===== src/rtl/speed_select_controller.sv =====
// Pushbutton-driven speed selector: two active-low keys are synchronized, debounced and
// edge-detected, then step a shared 2-bit speed code with a one-cycle change strobe.

module key_conditioner #(
    parameter int DEBOUNCE_CYCLES = 500000
) (
    input  logic clk,
    input  logic rst_n,
    input  logic key_raw,
    output logic press
);
    localparam int CNT_W = (DEBOUNCE_CYCLES > 1) ? $clog2(DEBOUNCE_CYCLES) : 1;
    localparam logic [CNT_W-1:0] CNT_LAST = CNT_W'(DEBOUNCE_CYCLES - 1);

    logic             sync1;
    logic             sync2;
    logic             stable;
    logic             prev;
    logic [CNT_W-1:0] cnt;

    // Reset everything to the released level so reset release never looks like a press.
    always_ff @(posedge clk or negedge rst_n) begin
        if (!rst_n) begin
            sync1  <= 1'b1;
            sync2  <= 1'b1;
            stable <= 1'b1;
            prev   <= 1'b1;
            cnt    <= '0;
        end else begin
            sync1 <= key_raw;
            sync2 <= sync1;
            prev  <= stable;
            if (sync2 == stable) begin
                cnt <= '0;
            end else if (cnt == CNT_LAST) begin
                stable <= sync2;
                cnt    <= '0;
            end else begin
                cnt <= cnt + CNT_W'(1);
            end
        end
    end

    assign press = prev & ~stable;

endmodule

module speed_select_controller #(
    parameter int DEBOUNCE_CYCLES = 500000,
    parameter int WRAP            = 0
) (
    input  logic       ClockIn,
    input  logic       Resetn,
    input  logic       KeyUp,
    input  logic       KeyDown,
    output logic [1:0] Speed,
    output logic       SpeedChanged
);
    logic       press_up;
    logic       press_down;
    logic [1:0] speed_next;
    logic       changed;

    key_conditioner #(.DEBOUNCE_CYCLES(DEBOUNCE_CYCLES)) u_key_up (
        .clk     (ClockIn),
        .rst_n   (Resetn),
        .key_raw (KeyUp),
        .press   (press_up)
    );

    key_conditioner #(.DEBOUNCE_CYCLES(DEBOUNCE_CYCLES)) u_key_down (
        .clk     (ClockIn),
        .rst_n   (Resetn),
        .key_raw (KeyDown),
        .press   (press_down)
    );

    // Simultaneous up/down presses cancel; the strobe only fires on a real value change.
    always_comb begin
        speed_next = Speed;
        if (press_up && !press_down) begin
            if (Speed == 2'b11) begin
                if (WRAP != 0) speed_next = 2'b00;
            end else begin
                speed_next = Speed + 2'd1;
            end
        end else if (press_down && !press_up) begin
            if (Speed == 2'b00) begin
                if (WRAP != 0) speed_next = 2'b11;
            end else begin
                speed_next = Speed - 2'd1;
            end
        end
        changed = (speed_next != Speed);
    end

    always_ff @(posedge ClockIn or negedge Resetn) begin
        if (!Resetn) begin
            Speed        <= 2'b00;
            SpeedChanged <= 1'b0;
        end else begin
            Speed        <= speed_next;
            SpeedChanged <= changed;
        end
    end

endmodule

===== config.mk =====
export PLATFORM = sky130hd
export DESIGN_NAME = speed_select_controller
export DESIGN_NICKNAME = d
export VERILOG_FILES = /design/src/rtl/speed_select_controller.sv
export SDC_FILE = /design/constraint.sdc
export NUM_CORES = 1
export LEC_CHECK = 0
export ABC_AREA = 1
export BUFFER_PORTS_ARGS = -buffer_cell sky130_fd_sc_hd__buf_2
export CAP_MARGIN = 20
export CORE_MARGIN = 1
export CORE_UTILIZATION = 25
export CTS_CLUSTER_DIAMETER = 100
export DETAILED_ROUTE_END_ITERATION = 12
export PLACE_DENSITY_LB_ADDON = 0.3
export SETUP_SLACK_MARGIN = 0.2
export SLEW_MARGIN = 20
export SYNTH_ARGS = -nofsm -noshare
export SYNTH_HDL_FRONTEND = slang
export SYNTH_SLANG_ARGS = --single-unit

===== constraint.sdc =====
create_clock -name ClockIn -period 2 [get_ports ClockIn]
set_clock_uncertainty 0.2 [all_clocks]
set_input_delay 0.1 -clock ClockIn [delete_from_list [all_inputs] [get_ports ClockIn]]
set_output_delay 0.1 -clock ClockIn [all_outputs]
set_load 0.02 [all_outputs]

# Word-level counts from Yosys, hierarchy flattened
# Index checks and enable logic that the tools add are counted.
# op_classes
n_bitwise,6
n_reduce_logical,7
muxes,8
n_addsub,4
n_eq_ne,6
# op_table
operator,count
2-to-1 mux 19 bit,4
adder 19 x 1 -> 19 bit (second input constant),2
== test 19 bit (second input constant),2
2-to-1 mux 2 bit,4
NOT 1 bit,4
AND reduction 2 bit,2
adder 2 x 1 -> 2 bit (second input constant),1
AND 1 bit,2
== test 1 bit,2
== test 2 bit (second input constant),1
logical AND 1 bit,2
logical NOT 1 bit,2
logical NOT 2 bit,1
!= test 2 bit,1
subtractor 2 x 1 -> 2 bit (second input constant),1
# totals
input_bits,4
register_bits,49

# Depth between registers and ports, before layout
# Gate-level depths: netlist of run 1.
# logic_depth
word_depth,7
mapped_depth,8
ltp_nobuf,8

# By module
# A second synthesis of run 1 with hierarchy kept.
# unflattened
hier_cells,323
hier_area_um2,2632.5
# modules_own_cells
mod,cells_each,seq_area_each_um2,area_each_um2,instances
key_conditioner at u_key_down,149,580.6,1251.2,1
key_conditioner at u_key_up,150,580.6,1221.2,1
speed_select_controller,24,75.1,160.2,1

# Worst setup path before layout of run 1
# Ideal clock, no wire load.
# synth_path
kind,register to register
startpoint,register u_key_up.cnt[0]
endpoint,register u_key_up.cnt[18]
required_ns,1.681
setup_slack_ns,0.560
path_stages_with_launch,9
period_less_slack_ns,1.440
n_path_buf,0
setup_time_ns,0.119
t_arrival_ns,1.121
path_cell_list,dfrtp_1 -> ha_1 -> nand2_1 -> nor2_1 -> nand2_2 -> nor2_2 -> nand3_1 -> nand3_1 -> nor2_1
# synth_between
elab_chain_len,3
elab_cells_between_ends,4
cone_classes,1 x add/sub; 1 x eq/ne; 2 x mux
# synth_lines
item,line,source
from (decl),19,logic [CNT_W-1:0] cnt;
from (signal assigned),39,cnt <= cnt + CNT_W'(1);
adder 19 x 1 -> 19 bit / == test 19 bit (equally long branches),"39, 35",
2-to-1 mux 19 bit *,35,end else if (cnt == CNT_LAST) begin
2-to-1 mux 19 bit *,33,if (sync2 == stable) begin
# Mark *: on every way between the ends. The rest lies on a longest branch, timed or not.
# A chain may end at the register's enable or synchronous reset.

# Final worst setup path of run 1
# layout_path
startpoint,register u_key_down.cnt[0]
endpoint,register u_key_down.cnt[5]
# layout_between
elab_chain_len,3
elab_cells_between_ends,4
cone_classes,1 x add/sub; 1 x eq/ne; 2 x mux
# layout_lines
item,line
from (decl),19
from (signal assigned),39
adder 19 x 1 -> 19 bit / == test 19 bit (equally long branches),"39, 35"
2-to-1 mux 19 bit *,35
2-to-1 mux 19 bit *,33
# Marks and branches as above.

==> results of run 1 <==
[path summary, 6_finish.rpt]
check	end	slack, ns	cells after the start
setup / recovery	u_key_down.cnt[5]	0.36	6
hold / removal	u_key_down.sync2	0.15	0
setup reg to reg	u_key_down.cnt[5]	0.36	6
hold reg to reg	u_key_down.sync2	0.15	0
max in group asynchronous	u_key_up.cnt[13]	0.95	3
min in group asynchronous	u_key_down.cnt[7]	0.21	3
[Yosys cell counts, types with 3 or more instances]
library cell	instances
nand4_1	4
dfstp_2	8
inv_1	33
nand2_1	61
o21ai_0	4
nor2_4	6
dfrtp_1	41
o21ai_1	3
nand3_1	25
nor2_1	84
nand2_2	5
nor2_2	6
a21oi_1	7
xnor2_1	4
xor2_1	15
inv_2	3
[logic make-up after synthesis]
group | count (synthesis) | share of synthesized area
flops | 49 | 0.471
buf+inv | 38 | 0.0553
fa+ha+maj | 2 | 0.00954
xor+xnor | 21 | 0.0758
compound gates | 20 | 0.0424
simple gates | 200 | 0.346
[cells in the final DEF, fill, tap and decap left out, types with 7 or more instances in the layout]
cell | synthesis | final
a21oi_1 | 7 | 7
dfrtp_1 | 41 | 41
dfstp_2 | 8 | 8
inv_1 | 33 | 33
nand2_1 | 61 | 61
nand3_1 | 25 | 25
nor2_1 | 84 | 83
nor2_2 | 6 | 7
xor2_1 | 15 | 15
[where the power goes]
part | switching (mW) | total, mW | internal, mW
combinational | 0.0487 | 0.0693 | 0.0206
clock | 0.338 | 0.585 | 0.247
sequential | 0.00950 | 1.02 | 1.01
[timing repair]
item,CTS,global route
endpoints found under the setup margin,0,1
endpoints found under the hold margin,43,0
hold buffers,3,0
resized for setup,0,1
buffers inserted,0,0
[per-stage QoR]
stage	setup slack [ns]	util	std cells	hold slack, ns
2_1_floorplan	0.560	-	330	-0.396
3_3_place_gp	0.378	0.276	471	0.00545
3_5_place_dp	0.354	0.276	471	0.00642
4_1_cts	0.310	0.287	482	0.146
5_1_grt	0.220	0.288	482	0.154
6_report	0.356	0.288	482	0.150
[worst register-to-register path, cell delays in order, from the launching register on]
cell     delay [ns]
dfrtp_1        0.38
ha_1           0.19
nand2_1        0.10
nor2_1         0.17
nand3_2        0.19
nand2_1        0.22
nor2_1         0.08
[cell type report]
type                    instances  area share
multi-input cells             243       0.423
repair buffers                 10      0.0230
well taps                     136      0.0578
flip-flops and latches         49       0.420
clock inverters                 2     0.00510
clock buffers                   6      0.0247
inverters                      36      0.0459
[flip-flops by register name, indices dropped and copies added, names as in the netlist]
register	cells
u_key_up.sync2	1
u_key_down.stable	1
u_key_down.prev	1
u_key_down.sync1	1
u_key_down.cnt	19
u_key_up.prev	1
u_key_up.sync1	1
u_key_up.cnt	19
u_key_down.sync2	1
Speed	2
SpeedChanged	1
u_key_up.stable	1
[metal layers]
| layer | GRT usage | wire (µm) |
|---|---|---|
| met3 | 0.0263 | 140 |
| met5 | 0 | 0 |
| met2 | 0.167 | 2320 |
| met1 | 0.138 | 2610 |
| met4 | 0.0327 | 66 |
==> flow_metrics.py, run 1 <==
metrics = {
    "synth": {
        "synthCells": 330,
        "async_reset_ff_frac": 1.00,
        "synth_top_area_cell": "dfrtp_1",
        "avgSynthCellArea_um2": 7.95,
        "synth_cell_types": 32,
        "yosys_register_bits": 49,
        "synth_edf_count": 0,
        "yosysWarnings": 0,
        "synth_area_leaders": "dfrtp_1, nor2_1, nand2_1, dfstp_2, xor2_1",
        "yosysSeqAreaShare": 0.471,
        "synth_top_area_share": 0.391,
        "synth_ff_type": "dfrtp_1",
        "synth_nets": 336,
        "syn_area_mm2": 0.00262,
    },
    "placed_design": {
        "place.gp.congestion": 0.901,
        "placed_cell_area_mm2": 0.00282,
        "dp_hpwl_um": 3710,
        "io_buffers": 6,
    },
    "critical_path": {
        "slowest_delay_ns": 0.38,
        "r2r-start": "u_key_down.cnt[0]",
        "slowest_stage": "dfrtp_1",
        "path_max_fanout": 7,
        "crit_required_ns": 2.00,
        "critPathTopFamily": "simple AND/OR/NAND/NOR gates",
        "endpoint_kind": "flop",
        "crit_arrival_ns": 1.64,
        "cp_num_buf_inv": 0,
        "crit_start": "u_key_down.cnt[0]",
        "startpoint_type": "flop",
        "worstSetupPathType": "flop to flop",
        "crit_chain": "ha_1 > nand2_1 > nor2_1 > nand3_2 > nand2_1 > nor2_1",
    },
    "die": {
        "std_cell_rows": 37,
        "die_area_mm2": 0.0109,
        "start_util": 0.256,
        "ios": 7,
        "core-area_mm2": 0.0102,
        "die_h_um": 104,
        "die_x_um": 104,
    },
    "cells_and_area": {
        "fillerInstances": 1097,
        "multiInputGateArea_mm2": 0.00124,
        "drive_above_1_share": 0.142,
        "area_growth_pct": 12.1,
        "nets": 351,
        "ff_latch_area_mm2": 0.00124,
        "final_area_mm2": 0.00294,
        "antenna_cells": 0,
    },
    "grt": {
        "grt_pass1_wl_um": 9140,
        "grt_antenna_before_repair": 0,
        "grt_max_degree": 50,
        "overflow": 0,
        "grt_usage": 0.104,
        "grt_pass1_vias": 1970,
    },
    "route": {
        "dr.pass1.iters": 4,
        "via_per_inst": 4.16,
        "ant_nets": 0,
        "num_vias": 2003,
        "routed_wl_um": 5130,
        "drt_iter0_markers": 109,
        "drc": 0,
        "wire_per_inst_um": 10.6,
    },
    "power_and_ir_drop": {
        "ir_drop_v": 0.000220,
        "total_power_mw": 1.67,
        "leakagePower_nw": 1.17,
        "power_density_mw_per_mm2": 568,
    },
    "sta": {
        "drv_slew": 0,
        "max_freq_mhz": 608,
        "rsz0062_at_grt": "false",
        "finalCritPeriodShare": 0.822,
        "tns_ns": 0,
        "relSlewSlack": 0.581,
        "worst_slew_pin_slew_ns": 0.629,
        "hold_viol_final": 0,
        "period_minus_slack_ns": 1.64,
        "finalSetupViolCount": 0,
    },
    "hold_path": {
        "hold_start": "u_key_down.sync1",
        "hold_class": "flop to flop",
    },
    "cts": {
        "cts_tree": "yes",
        "htreeDepth": 2,
        "cts-buffers-inserted": 5,
        "clock_path_buffers": 2,
        "insertion_delay_ns": 0.31,
        "clkTransAtPathRegs_ns": 0.09,
        "root_buffer": "clkbuf_8",
        "clock_sinks": 49,
    },
    "status": {
        "status": "finished clean",
    },
    "run": {
        "max-cap-violations": 0,
    },
}
Power figures use the tool's default switching activity.
==> run 2: changes to the inputs <==
- clock period: 2 -> 1.7 ns (I/O delays scaled with it)
==> flow_metrics.py, run 2 (synthesized netlist as in run 1, its figures left out) <==
metrics = {
    "placed_design": {
        "place.gp.congestion": 0.875,
        "dp_hpwl_um": 3800,
        "placed_cell_area_mm2": 0.00285,
        "io_buffers": 6,
        "dp_cells": 473,
    },
    "power_and_ir_drop": {
        "leakagePower_nw": 1.35,
        "ir_drop_v": 0.000286,
        "power_density_mw_per_mm2": 595,
    },
    "cells_and_area": {
        "area_growth_pct": 29.7,
        "antenna_cells": 0,
        "layout_commonest_cell": "nor2_1",
        "top_regs": "u_key_down.cnt: 19 flops, u_key_up.cnt: 19 flops, Speed: 2 flops",
        "nets": 373,
        "stdcell_count": 504,
        "final_area_mm2": 0.00340,
        "drive_above_1_share": 0.304,
        "final_cell_mix": "nor2_1, nand2_1, dfrtp_1",
    },
    "critical_path": {
        "crit_start": "u_key_up.stable",
        "crit_chain": "buf_12 > xor2_4 > buf_12 > buf_6 > nand2_4 > nor2_1",
        "worstSetupPathType": "flop to flop",
        "slowest_stage": "dfstp_2",
        "startpoint_type": "flop",
        "crit_arrival_ns": 1.57,
        "path_max_fanout": 6,
        "crit_top_cell": "buf_12",
        "r2r_slack_ns": 0.17,
        "crit_required_ns": 1.74,
        "r2r-start": "u_key_up.stable",
        "timing.rr.end": "u_key_up.cnt[3]",
        "slowest_delay_ns": 0.58,
        "endpoint_kind": "flop",
        "ff2ff_path_depth": 6,
    },
    "die": {
        "start_util": 0.256,
        "die_area_mm2": 0.0109,
        "die_h_um": 104,
        "std_cell_rows": 37,
        "ios": 7,
        "core-area_mm2": 0.0102,
        "die_x_um": 104,
    },
    "sta": {
        "worst_slew_pin_slew_ns": 0.537,
        "hold_viol_final": 0,
        "finalCritPeriodShare": 0.902,
        "max_freq_mhz": 652,
        "tns_ns": 0,
        "period_minus_slack_ns": 1.53,
        "drv_slew": 0,
        "finalSetupViolCount": 0,
        "rsz0062_at_grt": "true",
        "relSlewSlack": 0.642,
    },
    "cts": {
        "clkTransAtPathRegs_ns": 0.09,
        "root_buffer": "clkbuf_8",
        "clock_sinks": 49,
        "htreeDepth": 2,
        "clock_path_buffers": 2,
        "cts_tree": "yes",
        "cts-buffers-inserted": 5,
        "insertion_delay_ns": 0.30,
    },
    "route": {
        "dr.pass1.iters": 4,
        "ant_nets": 0,
        "via_per_inst": 4.28,
        "wire_per_inst_um": 11.3,
        "drc": 0,
        "routed_wl_um": 5680,
        "drt_iter0_markers": 64,
        "num_vias": 2155,
    },
    "grt": {
        "overflow": 0,
        "grt_max_degree": 29,
        "grt_antenna_before_repair": 0,
        "grt_pass1_vias": 2039,
        "grt_pass1_wl_um": 9250,
        "grt_usage": 0.105,
    },
    "run": {
        "max-cap-violations": 0,
    },
    "hold_path": {
        "hold_class": "input pin to asynchronous set/reset pin",
    },
    "status": {
        "status": "finished clean",
    },
}
-- run 2: worst max path at each step --
stage,end,slack [ns],depth (start not counted)
2_1_floorplan,u_key_up.cnt[18],0.26,8
3_3_place_gp,u_key_up.cnt[18],0.1,8
3_5_place_dp,u_key_up.cnt[18],0.11,8
4_1_cts,u_key_down.cnt[17],0.17,5
5_1_grt,u_key_down.cnt[18],0.04,7
6_report,u_key_up.cnt[3],0.17,6
-- run 2: report_power, final --
group	total (mW)	internal [mW]	switching (mW)	leakage, nW
logic	0.138	0.0626	0.0753	0.675
registers	1.21	1.19	0.0201	0.638
clock network	0.679	0.294	0.386	0.0395
total	2.02	1.54	0.481	1.35
-- run 2: repair_timing --
item / CTS / global route
hold buffers: 3 / 0
endpoints found under the setup margin: 25 / 36
pin swaps: 9 / 25
endpoints found under the hold margin: 51 / 0
gates cloned: 0 / 1
gates resized for setup: 20 / 50
buffers inserted: 5 / 14
-- run 2: layer usage --
layer  up-vias  routed length, µm  GRT usage
met1      1016               2620      0.130
met3         9                171     0.0207
met2        30               2780      0.181
li1       1100                  -          -
met5         -                  0          0
met4         0                106     0.0398
-- run 2: per-stage QoR --
| stage | utilization | hold WS (ns) | worst slack (ns) | total power [mW] |
|---|---|---|---|---|
| after global placement | 0.278 | -0.107 | 0.0993 | 1.30 |
| final | 0.333 | 0.0844 | 0.166 | 2.02 |
| after floorplan | - | -0.411 | 0.260 | 1.26 |
| after detailed placement | 0.278 | -0.102 | 0.106 | 1.30 |
| after CTS | 0.302 | 0.102 | 0.171 | 2.02 |
| after global routing | 0.333 | 0.131 | 0.0396 | 2.10 |
-- run 2: worst max-delay path, delay by kind of cell (launching register included) --
family	cells	cell delay (ns)
xor+xnor	1	0.16
buf+inv	3	0.37
flops	1	0.58
simple gates	2	0.16
-- run 2: final cells by class --
class / instances / area [µm²]
multi-input combinational: 243 / 1450
clock buffer: 8 / 80.1
sequential: 49 / 1250
fill: 1048 / 6830
tap: 136 / 170
inverter: 36 / 148
timing repair buffer: 31 / 303
timing repair inverter: 1 / 5.00
==> run 3: changes to the inputs <==
- CELL_PAD_IN_SITES_DETAIL_PLACEMENT: not set -> 1
- CELL_PAD_IN_SITES_GLOBAL_PLACEMENT: not set -> 2
==> flow_metrics.py, run 3 (synthesized netlist as in run 1, its figures left out) <==
metrics = {
    "status": {
        "status": "finished clean",
    },
    "power_and_ir_drop": {
        "switchingPower_mw": 0.526,
        "pwr-share-clk": 0.395,
        "ir_drop_v": 0.000317,
        "combinationalPowerShare": 0.060,
        "swShare": 0.238,
        "internal-power_mw": 1.69,
        "leakagePower_nw": 1.50,
        "power_density_mw_per_mm2": 617,
        "power.share.sequential": 0.545,
        "total_power_mw": 2.21,
    },
    "critical_path": {
        "slowest_stage": "dfrtp_1",
        "crit_arrival_ns": 1.49,
        "critPathTopFamily": "simple AND/OR/NAND/NOR gates",
        "startpoint_type": "flop",
        "cp_num_buf_inv": 0,
        "path_max_fanout": 5,
        "crit_chain": "ha_4 > nand2_4 > nor2_4 > nand2_4 > nor2_4 > xnor2_1 > nor2_1",
        "worstSetupPathType": "flop to flop",
        "crit_required_ns": 1.69,
        "endpoint_kind": "flop",
        "slowest_delay_ns": 0.42,
    },
    "hold_path": {
        "hold_class": "input pin to asynchronous set/reset pin",
    },
    "sta": {
        "finalSetupViolCount": 0,
        "drv_slew": 0,
        "whs_ns": 0.00995,
        "rsz0062_at_grt": "true",
        "worst_slew_pin_slew_ns": 0.380,
        "max_freq_mhz": 665,
        "relSlewSlack": 0.747,
        "hold_viol_final": 0,
        "finalCritPeriodShare": 0.884,
        "setup_slack_ns": 0.197,
        "period_minus_slack_ns": 1.50,
        "tns_ns": 0,
    },
    "cells_and_area": {
        "antenna_cells": 0,
        "area_growth_pct": 36.6,
        "final_cell_mix": "nor2_1, nand2_1, buf_4",
        "stdcell_count": 521,
        "final_area_mm2": 0.00358,
        "nets": 390,
        "drive_above_1_share": 0.374,
        "layout_commonest_cell": "nor2_1",
        "top_regs": "u_key_down.cnt: 19 flops, u_key_up.cnt: 19 flops, Speed: 2 flops",
        "post-route-util": 0.350,
    },
    "die": {
        "die_x_um": 104,
        "die_h_um": 104,
        "core-area_mm2": 0.0102,
        "ios": 7,
        "die_area_mm2": 0.0109,
        "std_cell_rows": 37,
        "start_util": 0.256,
    },
    "grt": {
        "grt_antenna_before_repair": 0,
        "grt_usage": 0.137,
        "grt_pass1_vias": 2375,
        "overflow": 0,
        "grt_pass1_wl_um": 11800,
        "grt_max_degree": 23,
    },
    "placed_design": {
        "dp_hpwl_um": 5000,
        "place_ws_ns": 0.00969,
        "dp_cells": 478,
        "placed_cell_area_mm2": 0.00289,
        "place.gp.congestion": 0.707,
        "io_buffers": 6,
    },
    "cts": {
        "clkTransAtPathRegs_ns": 0.11,
        "insertion_delay_ns": 0.31,
        "clock_sinks": 49,
        "root_buffer": "clkbuf_8",
        "clock_path_buffers": 2,
        "htreeDepth": 2,
        "cts_tree": "yes",
        "cts-buffers-inserted": 5,
    },
    "route": {
        "drc": 0,
        "dr.pass1.iters": 4,
        "drt_iter0_markers": 67,
        "routed_wl_um": 7080,
        "ant_nets": 0,
        "via_per_inst": 4.33,
        "wire_per_inst_um": 13.6,
        "num_vias": 2257,
    },
    "run": {
        "max-cap-violations": 0,
    },
}
[run 3: cell count changes in the layout (fill, tap and decap cells not counted), sizes merged]
cell	previous run	this run
bufinv	0	1
clkbuf	8	6
buf	28	46
[run 3: final timing paths]
check	start	to	slack, ns	cells past startpoint
worst max-delay path	u_key_up.cnt[0]	u_key_up.cnt[12]	0.20	7
worst min-delay path	Resetn	u_key_down.cnt[15]	0.01	2
worst max register to register	u_key_up.cnt[0]	u_key_up.cnt[12]	0.20	7
worst min register to register	u_key_down.sync1	u_key_down.sync2	0.14	0
max in group asynchronous	Resetn	u_key_down.prev	0.64	3
min in group ClockIn	u_key_down.sync1	u_key_down.sync2	0.14	0
[run 3: area by class of cell]
cell class              instances  area [µm²]
repair buffers                 49         388
clock inverters                 2        38.8
inverters                      36         140
well taps                     136         170
multi-input cells             243        1530
flip-flops and latches         49        1250
fillers                      1215        6650
clock buffers                   6        72.6
[run 3: repair_timing]
action	CTS	global route
hold buffers	3	0
buffers inserted	9	23
resized for setup	37	53
endpoints found under the hold margin	43	0
cloned	0	0
endpoints found under the setup margin	30	36
pin swaps	8	22
[run 3: layer usage]
layer	routed length, µm	global-route usage	vias to the layer above
met2	3630	0.240	13
li1	-	-	1129
met3	115	0.0226	10
met5	0	0	-
met1	3260	0.176	1105
met4	76	0.0306	0
[run 3: power by group through the flow]
stage	registers, mW	clock network (mW)	logic (mW)
finish	1.21	0.874	0.132
global route	1.21	0.960	0.148
CTS	1.20	0.916	0.120
detailed placement	1.22	0	0.0939
global placement	1.22	0	0.0909
floorplan	1.22	0	0.0386
